**config.mk**
```make
export PLATFORM = sky130hd
export DESIGN_NAME = pixel_stream_router
export DESIGN_NICKNAME = d
export VERILOG_FILES = /design/src/rtl/pixel_pkg.sv /design/src/rtl/pixel_join.sv /design/src/rtl/pixel_stream_router.sv
export SDC_FILE = /design/constraint.sdc
export NUM_CORES = 1
export LEC_CHECK = 0
export CORE_AREA = 2 2 173 158
export CTS_BUF_LIST = sky130_fd_sc_hd__clkbuf_4
export DETAILED_ROUTE_END_ITERATION = 16
export DIE_AREA = 0 0 175 160
export HOLD_SLACK_MARGIN = 0.03
export MAX_ROUTING_LAYER = met4
export PLACE_DENSITY = 0.58
export SLEW_MARGIN = 30
export SYNTH_ARGS = -nofsm -noshare
export SYNTH_HDL_FRONTEND = slang
export SYNTH_HIERARCHICAL = 1
export SYNTH_SLANG_ARGS = --single-unit
```
**constraint.sdc**
```tcl
create_clock -name clk -period 11.3 [get_ports clk]
set_input_delay 2.26 -clock clk [delete_from_list [all_inputs] [get_ports clk]]
set_output_delay 2.26 -clock clk [all_outputs]
set_load 0.02 [all_outputs]
```
**src/rtl/pixel_pkg.sv**
```systemverilog
// Shared types and helpers for the pixel stream router: pixel layout, compositing
// modes and the raster-order coordinate compare used by the stream aligner.
package pixel_pkg;

    localparam int X_W_DEF   = 11;
    localparam int Y_W_DEF   = 11;
    localparam int COL_W_DEF = 16;
    localparam int KEY_MAX   = 32;

    typedef struct packed {
        logic [X_W_DEF-1:0]   x;
        logic [Y_W_DEF-1:0]   y;
        logic [COL_W_DEF-1:0] colour;
    } pixel_t;

    typedef enum logic [1:0] {
        MODE_PASS  = 2'd0,
        MODE_KEY   = 2'd1,
        MODE_SPLIT = 2'd2
    } mode_e;

    // Keys are {y, x}, so a plain magnitude compare gives raster order.
    function automatic logic coord_lt(input logic [KEY_MAX-1:0] a, input logic [KEY_MAX-1:0] b);
        return a < b;
    endfunction

    // The reserved encoding behaves as pass-through.
    function automatic mode_e decode_mode(input logic [1:0] m);
        case (m)
            2'd1:    return MODE_KEY;
            2'd2:    return MODE_SPLIT;
            default: return MODE_PASS;
        endcase
    endfunction

endpackage

```
**src/rtl/pixel_join.sv**
```systemverilog
// Two-stream coordinate aligner: decides pops, emits and realignment drops,
// and tracks whether background and foreground are currently in step.
module pixel_join
    import pixel_pkg::*;
#(
    parameter int KEY_W = X_W_DEF + Y_W_DEF
) (
    input  logic             clk,
    input  logic             rst,
    input  logic             join_en,
    input  logic             bg_valid,
    input  logic             fg_valid,
    input  logic             out_full,
    input  logic [KEY_W-1:0] bg_key,
    input  logic [KEY_W-1:0] fg_key,
    input  logic             force_unlock,
    output logic             pop_bg,
    output logic             pop_fg,
    output logic             emit,
    output logic             drop,
    output logic             locked
);

    typedef enum logic {
        ST_UNLOCKED = 1'b0,
        ST_LOCKED   = 1'b1
    } lock_e;

    lock_e state_q, state_d;
    logic  heads_ok;
    logic  keys_eq;
    logic  bg_zero;
    logic  fg_zero;
    logic  bg_lags;

    always_comb begin
        heads_ok = bg_valid & fg_valid & ~out_full;
        keys_eq  = (bg_key == fg_key);
        bg_zero  = (bg_key == '0);
        fg_zero  = (fg_key == '0);
        // A frame-start head is never the laggard; the other stream gives way.
        bg_lags  = ~bg_zero & (fg_zero | coord_lt(KEY_MAX'(bg_key), KEY_MAX'(fg_key)));

        pop_bg = 1'b0;
        pop_fg = 1'b0;
        emit   = 1'b0;
        drop   = 1'b0;
        if (!join_en) begin
            pop_bg = bg_valid & ~out_full;
            emit   = pop_bg;
        end else if (heads_ok) begin
            if (keys_eq) begin
                pop_bg = 1'b1;
                pop_fg = 1'b1;
                emit   = 1'b1;
            end else begin
                drop   = 1'b1;
                pop_bg = bg_lags;
                pop_fg = ~bg_lags;
            end
        end
    end

    always_comb begin
        state_d = state_q;
        if (force_unlock || drop) begin
            state_d = ST_UNLOCKED;
        end else if (emit) begin
            state_d = ST_LOCKED;
        end
    end

    always_ff @(posedge clk or posedge rst) begin
        if (rst) begin
            state_q <= ST_UNLOCKED;
        end else begin
            state_q <= state_d;
        end
    end

    assign locked = (state_q == ST_LOCKED);

endmodule

```
**src/rtl/pixel_stream_router.sv**
```systemverilog
// Selects and composites up to two frame-aligned pixel streams into the DAC FIFO,
// reloading its configuration only when a background frame starts.
module pixel_stream_router
    import pixel_pkg::*;
#(
    parameter int NUM_CH = 2,
    parameter int X_W    = X_W_DEF,
    parameter int Y_W    = Y_W_DEF,
    parameter int COL_W  = COL_W_DEF,
    parameter int PIX_W  = X_W + Y_W + COL_W,
    parameter int CH_W   = $clog2(NUM_CH)
) (
    input  logic                    clk,
    input  logic                    rst,
    input  logic [1:0]              cfg_mode,
    input  logic [CH_W-1:0]         cfg_bg_sel,
    input  logic [CH_W-1:0]         cfg_fg_sel,
    input  logic [COL_W-1:0]        cfg_key_colour,
    input  logic [X_W-1:0]          cfg_split_x,
    input  logic [NUM_CH*PIX_W-1:0] in_data,
    input  logic [NUM_CH-1:0]       in_empty,
    output logic [NUM_CH-1:0]       in_rd_en,
    output logic [PIX_W-1:0]        out_data,
    output logic                    out_wr_en,
    input  logic                    out_full,
    output logic                    sync_locked,
    output logic [15:0]             stat_drop_count,
    output logic [15:0]             stat_frame_count
);

    localparam int SEL_N = 1 << CH_W;
    localparam int KEY_W = X_W + Y_W;

    logic [X_W-1:0]   head_x [SEL_N];
    logic [Y_W-1:0]   head_y [SEL_N];
    logic [COL_W-1:0] head_c [SEL_N];
    logic [SEL_N-1:0] head_empty;
    logic [SEL_N-1:0] head_zero;

    mode_e            mode_q, mode_eff;
    logic [CH_W-1:0]  bg_q, fg_q, bg_eff, fg_eff;
    logic [COL_W-1:0] key_q, key_eff;
    logic [X_W-1:0]   split_q, split_eff;
    logic             lookahead;
    logic             join_en;
    logic             reload;
    logic             force_unlock;
    logic             pop_bg, pop_fg, emit, drop, locked;
    logic [COL_W-1:0] colour_d;
    logic [PIX_W-1:0] out_data_q;
    logic             out_wr_en_q;
    logic [15:0]      drop_cnt_q, frame_cnt_q;

    // Selector codes beyond NUM_CH see a permanently empty channel.
    genvar gi;
    generate
        for (gi = 0; gi < SEL_N; gi++) begin : g_head
            if (gi < NUM_CH) begin : g_real
                assign head_x[gi]     = in_data[gi*PIX_W + Y_W + COL_W +: X_W];
                assign head_y[gi]     = in_data[gi*PIX_W + COL_W +: Y_W];
                assign head_c[gi]     = in_data[gi*PIX_W +: COL_W];
                assign head_empty[gi] = in_empty[gi];
            end else begin : g_tie
                assign head_x[gi]     = '0;
                assign head_y[gi]     = '0;
                assign head_c[gi]     = '0;
                assign head_empty[gi] = 1'b1;
            end
            assign head_zero[gi] = (head_x[gi] == '0) && (head_y[gi] == '0);
        end
    endgenerate

    // When the requested background is at a frame start, the incoming config
    // already governs this cycle so the first pixel of the frame is built with it.
    always_comb begin
        lookahead = ~head_empty[cfg_bg_sel] & head_zero[cfg_bg_sel];
        if (lookahead) begin
            mode_eff  = decode_mode(cfg_mode);
            bg_eff    = cfg_bg_sel;
            fg_eff    = cfg_fg_sel;
            key_eff   = cfg_key_colour;
            split_eff = cfg_split_x;
        end else begin
            mode_eff  = mode_q;
            bg_eff    = bg_q;
            fg_eff    = fg_q;
            key_eff   = key_q;
            split_eff = split_q;
        end
        join_en = (mode_eff != MODE_PASS) && (fg_eff != bg_eff);
    end

    pixel_join #(
        .KEY_W (KEY_W)
    ) u_join (
        .clk          (clk),
        .rst          (rst),
        .join_en      (join_en),
        .bg_valid     (~head_empty[bg_eff]),
        .fg_valid     (~head_empty[fg_eff]),
        .out_full     (out_full),
        .bg_key       ({head_y[bg_eff], head_x[bg_eff]}),
        .fg_key       ({head_y[fg_eff], head_x[fg_eff]}),
        .force_unlock (force_unlock),
        .pop_bg       (pop_bg),
        .pop_fg       (pop_fg),
        .emit         (emit),
        .drop         (drop),
        .locked       (locked)
    );

    assign reload       = pop_bg & head_zero[bg_eff];
    assign force_unlock = reload & ((cfg_bg_sel != bg_q) | (cfg_fg_sel != fg_q));

    generate
        for (gi = 0; gi < NUM_CH; gi++) begin : g_rd
            logic is_bg;
            logic is_fg;
            assign is_bg        = (bg_eff == CH_W'(gi));
            assign is_fg        = (fg_eff == CH_W'(gi));
            assign in_rd_en[gi] = ~rst & ((is_bg | is_fg) ? ((is_bg & pop_bg) | (is_fg & pop_fg))
                                                          : ~in_empty[gi]);
        end
    endgenerate

    always_comb begin
        colour_d = head_c[bg_eff];
        if (join_en) begin
            if (mode_eff == MODE_KEY) begin
                colour_d = (head_c[fg_eff] == key_eff) ? head_c[bg_eff] : head_c[fg_eff];
            end else begin
                colour_d = (head_x[bg_eff] < split_eff) ? head_c[bg_eff] : head_c[fg_eff];
            end
        end
    end

    always_ff @(posedge clk or posedge rst) begin
        if (rst) begin
            mode_q  <= MODE_PASS;
            bg_q    <= '0;
            fg_q    <= '0;
            key_q   <= '0;
            split_q <= '0;
        end else if (reload) begin
            mode_q  <= decode_mode(cfg_mode);
            bg_q    <= cfg_bg_sel;
            fg_q    <= cfg_fg_sel;
            key_q   <= cfg_key_colour;
            split_q <= cfg_split_x;
        end
    end

    always_ff @(posedge clk or posedge rst) begin
        if (rst) begin
            out_data_q  <= '0;
            out_wr_en_q <= 1'b0;
        end else begin
            out_wr_en_q <= emit;
            if (emit) begin
                out_data_q <= {head_x[bg_eff], head_y[bg_eff], colour_d};
            end
        end
    end

    always_ff @(posedge clk or posedge rst) begin
        if (rst) begin
            drop_cnt_q  <= '0;
            frame_cnt_q <= '0;
        end else begin
            if (drop && (drop_cnt_q != 16'hFFFF)) begin
                drop_cnt_q <= drop_cnt_q + 16'd1;
            end
            if (reload) begin
                frame_cnt_q <= frame_cnt_q + 16'd1;
            end
        end
    end

    assign out_data         = out_data_q;
    assign out_wr_en        = out_wr_en_q;
    assign sync_locked      = locked;
    assign stat_drop_count  = drop_cnt_q;
    assign stat_frame_count = frame_cnt_q;

endmodule

```
# Word-level counts from Yosys, hierarchy flattened

Cells that the tools add are included.

Bits in registers: 103
Input port bits: 112
Output and inout port bits: 74

$add $sub $neg: 2
Magnitude comparators: 7
Equal/unequal tests: 9
Muxes and demuxes: 54
Bitwise logic cells: 32
Reductions and logical operators: 13

Operators by type and width:

| operator                                           | number |
|---|---|
| two-way mux 16 bit                                 | 11 |
| two-way mux 11 bit                                 | 13 |
| zero test 11 bit                                   | 4 |
| zero test 22 bit                                   | 2 |
| adder 16 x 1 -> 16 bit, second input constant      | 2 |
| two-way mux 1 bit                                  | 28 |
| == test 22 bit                                     | 1 |
| < comparator 22 bit                                | 1 |
| == test 16 bit                                     | 1 |
| != test 16 bit, second input constant              | 1 |
| bitwise AND 1 bit                                  | 13 |
| < comparator 11 bit                                | 1 |
| NOT 1 bit                                          | 11 |
| < comparator 1 x 2 -> 1 bit, second input constant | 3 |
| bitwise OR 1 bit                                   | 6 |
| == test 2 x 1 -> 1 bit, second input constant      | 2 |
| >= comparator 2 bit, second input constant         | 2 |
| logical AND 1 bit                                  | 4 |
| NOT 1 -> 2 bit                                     | 2 |
| case mux 2 bit (2 select lines)                    | 1 |
| nonzero test 2 bit                                 | 2 |
| != test 1 bit                                      | 3 |
| == test 2 bit, second input constant               | 1 |
| two-way mux 2 bit                                  | 1 |
| logical OR 1 bit                                   | 1 |

# Logic depth before layout (Yosys ltp)

Depth in word-level cells: 21
Gate-level depth with buffers: 23

# Modules after synthesis

Netlist, hierarchy kept.

Modules (own cells, without submodules):

| module              | times used | cells an instance | area an instance (um^2) | seq. area each (um^2) |
|---|---|---|---|---|
| pixel_stream_router | 1          | 754               | 7010.5                  | 2552.4 |
| pixel_join          | 1          | 113               | 790.8                   | 25.0 |

# Worst setup path before layout

OpenSTA, ideal clock, no wires.

Path type: in2out
Start point: input in_data[67]
End point: output in_rd_en[0]
Data arrival time: 6.866 ns
Required time: 9.040 ns
Setup slack: 2.174 ns
Stages on the path: 18
Path buffers: 3
Cell sequence: or4_4 > nor3_4 > and3_1 > buf_4 > nor2_4 > buf_4 > mux2i_1 > buf_2 > mux2_2 > inv_1 > ha_1 > a21oi_1 > o21ai_0 > a22o_1 > or4_1 > a31oi_1 > a221oi_1 > a211oi_1

Elaborated cells on any way between the ends: 56
Classes of those cells: order compare: 1; eq/ne: 2; mux: 28; bitwise: 19; reduce/logical: 6

RTL lines:

| item                                                      | RTL line                                               | text |
|---|---|---|
| start, declared                                           | pixel_stream_router.sv:20                              | `input logic [NUM_CH*PIX_W-1:0] in_data,` |
| zero test 11 bit                                          | pixel_stream_router.sv:69                              | `assign head_zero[gi] = (head_x[gi] == '0) && (head_y[gi] == '0);` |
| logical AND 1 bit                                         | pixel_stream_router.sv:69                              |  |
| two-way mux 1 bit (not written as such) (2 in a row)      | pixel_stream_router.sv:76                              | `lookahead = ~head_empty[cfg_bg_sel] & head_zero[cfg_bg_sel];` |
| bitwise AND 1 bit                                         | pixel_stream_router.sv:76                              |  |
| two-way mux 1 bit                                         | pixel_stream_router.sv:77                              | `if (lookahead) begin` |
| NOT 1 -> 2 bit, on equally long branches                  | pixel_stream_router.sv:102, pixel_stream_router.sv:103 |  |
| two-way mux 11 bit, on equally long branches (3 in a row) | pixel_stream_router.sv:102, pixel_stream_router.sv:103 |  |
| < comparator 22 bit, or another cell as far along         | pixel_pkg.sv:24                                        | `return a < b;` |
| [2 not listed]                                            | n/a                                                    |  |
| two-way mux 1 bit                                         | pixel_join.sv:52                                       | `if (keys_eq) begin` |
| two-way mux 1 bit                                         | pixel_join.sv:51                                       | `end else if (heads_ok) begin` |
| two-way mux 1 bit (*)                                     | pixel_join.sv:48                                       | `if (!join_en) begin` |
| net pop_bg                                                | pixel_stream_router.sv:48                              | `logic pop_bg, pop_fg, emit, drop, locked;` |
| bitwise AND 1 bit (*)                                     | pixel_stream_router.sv:121                             | `assign in_rd_en[gi] = ~rst & ((is_bg \| is_fg) ? ((is_bg & pop_bg) \| (is_fg & pop_fg))` |
| bitwise OR 1 bit (*)                                      | pixel_stream_router.sv:121                             |  |
| two-way mux 1 bit (*)                                     | pixel_stream_router.sv:121                             |  |
| bitwise AND 1 bit (*)                                     | pixel_stream_router.sv:121                             |  |
| end, declared                                             | pixel_stream_router.sv:22                              | `output logic [NUM_CH-1:0] in_rd_en,` |

The timed path passes the listed nets; every way through them passes the cells marked *. The select of a mux whose other input is x is not followed.

# Final worst setup path

Start point: input in_data[56]
End point: output in_rd_en[0]

The elaborated chain is that of the path after synthesis.

==> results.txt <==
core area: 0.0265 mm²
maximum vdd drop: 47.8 µV
synth unique cells: 63
via count: 7,099
I/O pin count: 186
Pleak: 4.39 nW
register area: 0.00258 mm²
vias per cell: 5.10
Non-Filler Instances: 1,391
clk sinks: 103
Yosys top cell area share: 33.0%
final WL: 26,000 µm
HP Class: flip-flop to flip-flop
Tmin final: 10.34 ns
initial antenna violation count: 3
power per cell area: 81.8 mW/mm²
syn_nets: 1,015
largest net degree at the start of global routing: 77
die area: 0.0280 mm²
RSZ-0062 raised after global routing: no
Yosys top cell by area: dfrtp_1
final hold vios: 0
max-slew violations: 0
Worst-Skew Late Latency: 0.50 ns
Clk pin slew, worst setup/hold paths: 0.17 ns
Initial Utilization: 29.5%
max cap viols: 0
crit share post-route: 91.5%
routed len/inst: 18.7 µm
CTS Buf Count: 9
fill count: 2,678
first-pass GRT wire length: 41,300 µm
Avg Inst Size Synth: 9.00 µm²
Chip Width: 175 µm
Total Neg Setup Slack: 0 ns
CTS Hold Buffers Added: 0
synthesis-stage register bit count: 103
Root Driver: clkbuf_4
Final HPWL DP: 19,100 µm
Most used DFF post-synth: dfrtp_1
CTS tree: built
max_slew headroom: 30.3%
overall routing resource usage: 19.3%
Worst Setup End Kind: primary output
Routed Antenna Nets: 0
number of setup violations in the final report: 0
most common library cells after synthesis: nand2_1 (188), dfrtp_1 (103), mux2i_1 (60), mux2_2 (45), xnor2_1 (42)
YS warnings: 6
sequential area share after synthesis: 33.0%
Crit Path Category: input port to primary output
Post-synth ARST share: 100%
outcome: finished clean
CTS max path bufs: 2
post-cts resize count: 0
Die Height: 160 µm
ranking of synthesized cells by area: dfrtp_1 (33%), nand2_1 (9.0%), mux2i_1 (7.7%)
WHS: 0.489 ns
Worst Clk Skew: 0.0287 ns
Mapped Cells: 867
# rows: 57
DRC Markers: 0
gr ovfl total: 0
Post-CTS Setup Repair Bufs: 0
Req. time, crit path: 9.04 ns
post-layout util: 38.2%
placer congestion estimate: 0.884
WP data arrival: 8.08 ns
fmax: 0.0967 GHz
drt first pass iters: 4
nets: 1,177
Max FO, Critical Path: 25
vias in the first global route: 7,212
multi-input logic area: 0.00488 mm²
EDFF count, synth: 0
Placed Cells: 1,372
count leader, synth: nand2_1
Synth Cell Area: 0.00780 mm²
share of cells above drive strength 1: 10.6%
Area Overhead vs Synth: 29.5%
Slew @ Worst Pin: 1.04 ns
Iter 0 DRT Violations: 482
H-Tree Depth: 3
crit path launch type: input port
Port Buffer Count: 185
-- worst max-delay path: stages --
cell and delay [ns]:
clkdlybuf4s50_1 0.47, nor4_1 0.49, and4_1 0.38, nand3_4 0.28
o21ai_4 0.14, clkinv_1 0.71, nand2_1 0.29, nand2_1 0.15
ha_1 0.35, nand4_1 0.22, nor3_1 0.08, a22o_1 0.21
or4_1 0.51, a31oi_1 0.47, a221oi_1 0.19, a211oi_1 0.23
clkdlybuf4s50_1 0.63
-- cells by family (layout without fill, tap and decap cells) --
logic type      count (synthesis)  count (layout)  share of synthesized area [%]
compound gates                133             133                           13.4
xor+xnor                       48              48                           5.39
fa+ha+maj                      36              36                           5.77
buf+inv                        78             245                           4.92
flops                         103             103                           33.0
mux                           105             105                           14.2
other cells                     0               3                              0
simple gates                  364             364                           23.3
-- state kept, by name, summed over array words and instances (netlist names) --
register          cells
stat_drop_count      16
mode_q                2
out_wr_en             1
fg_q                  1
stat_frame_count     16
out_data             38
key_q                16
split_q              11
u_join/locked         1
bg_q                  1
-- cell usage in the layout, fill, tap and decap left out, types with 27 or more instances in the layout --
| cell | count |
|---|---|
| mux2_2 | 45 |
| ha_1 | 36 |
| mux2i_1 | 59 |
| a211oi_1 | 27 |
| nand3_1 | 28 |
| clkdlybuf4s50_1 | 185 |
| nand2b_1 | 36 |
| nand2_1 | 188 |
| xnor2_1 | 42 |
| a21oi_1 | 28 |
| inv_1 | 30 |
| dfrtp_1 | 102 |
-- worst paths after layout --
| check | from | end | slack [ns] | cells past startpoint |
|---|---|---|---|---|
| worst min-delay path | split_q[2] | split_q[2] | 0.49 | 2 |
| worst max register to register | bg_q | stat_frame_count[15] | 5.81 | 18 |
| worst max-delay path | in_data[56] | in_rd_en[0] | 0.96 | 17 |
| min in group asynchronous | rst | u_join/locked | 2.02 | 2 |
| worst min register to register | split_q[2] | split_q[2] | 0.49 | 2 |
| max in group asynchronous | rst | out_data[13] | 8.05 | 3 |
-- metrics by stage --
step | worst slack, ns | instance area (µm²) | power (W)
floorplan | 2.17 | 7800 | 0.000514
global placement | 1.04 | 9950 | 0.000632
detailed placement | 1.07 | 9960 | 0.000634
CTS | 1.06 | 10100 | 0.000843
global route | 0.615 | 10100 | 0.000874
finish | 0.958 | 10100 | 0.000826
-- cell type report --
class	count	area share (%)
Multi-Input combinational cell	686	48.3
Sequential cell	103	25.5
Timing Repair Buffer	196	19.2
Tap cell	354	4.39
Inverter	33	1.25
Clock buffer	9	0.669
Clock inverter	7	0.632
Antenna cell	3	0.0743
-- where the power goes --
| part | total (W) | internal (W) | switching, W |
|---|---|---|---|
| Clock | 0.000200 | 0.0000510 | 0.000149 |
| Combinational | 0.000225 | 0.000113 | 0.000111 |
| Sequential | 0.000401 | 0.000388 | 0.0000131 |
| Total | 0.000826 | 0.000552 | 0.000274 |
-- routing by layer --
| layer | GRT usage [%] | wire length (µm) | vias up | share of wire (%) |
|---|---|---|---|---|
| met5 | - | 0 | - | 0 |
| met4 | 3.86 | 316 | 0 | 1.2 |
| met3 | 4.76 | 1720 | 19 | 6.6 |
| met2 | 29.3 | 11700 | 215 | 45 |
| met1 | 26.1 | 12300 | 3416 | 47 |
| li1 | - | - | 3449 | - |
Note: power is estimated with default switching activity, not from simulation.
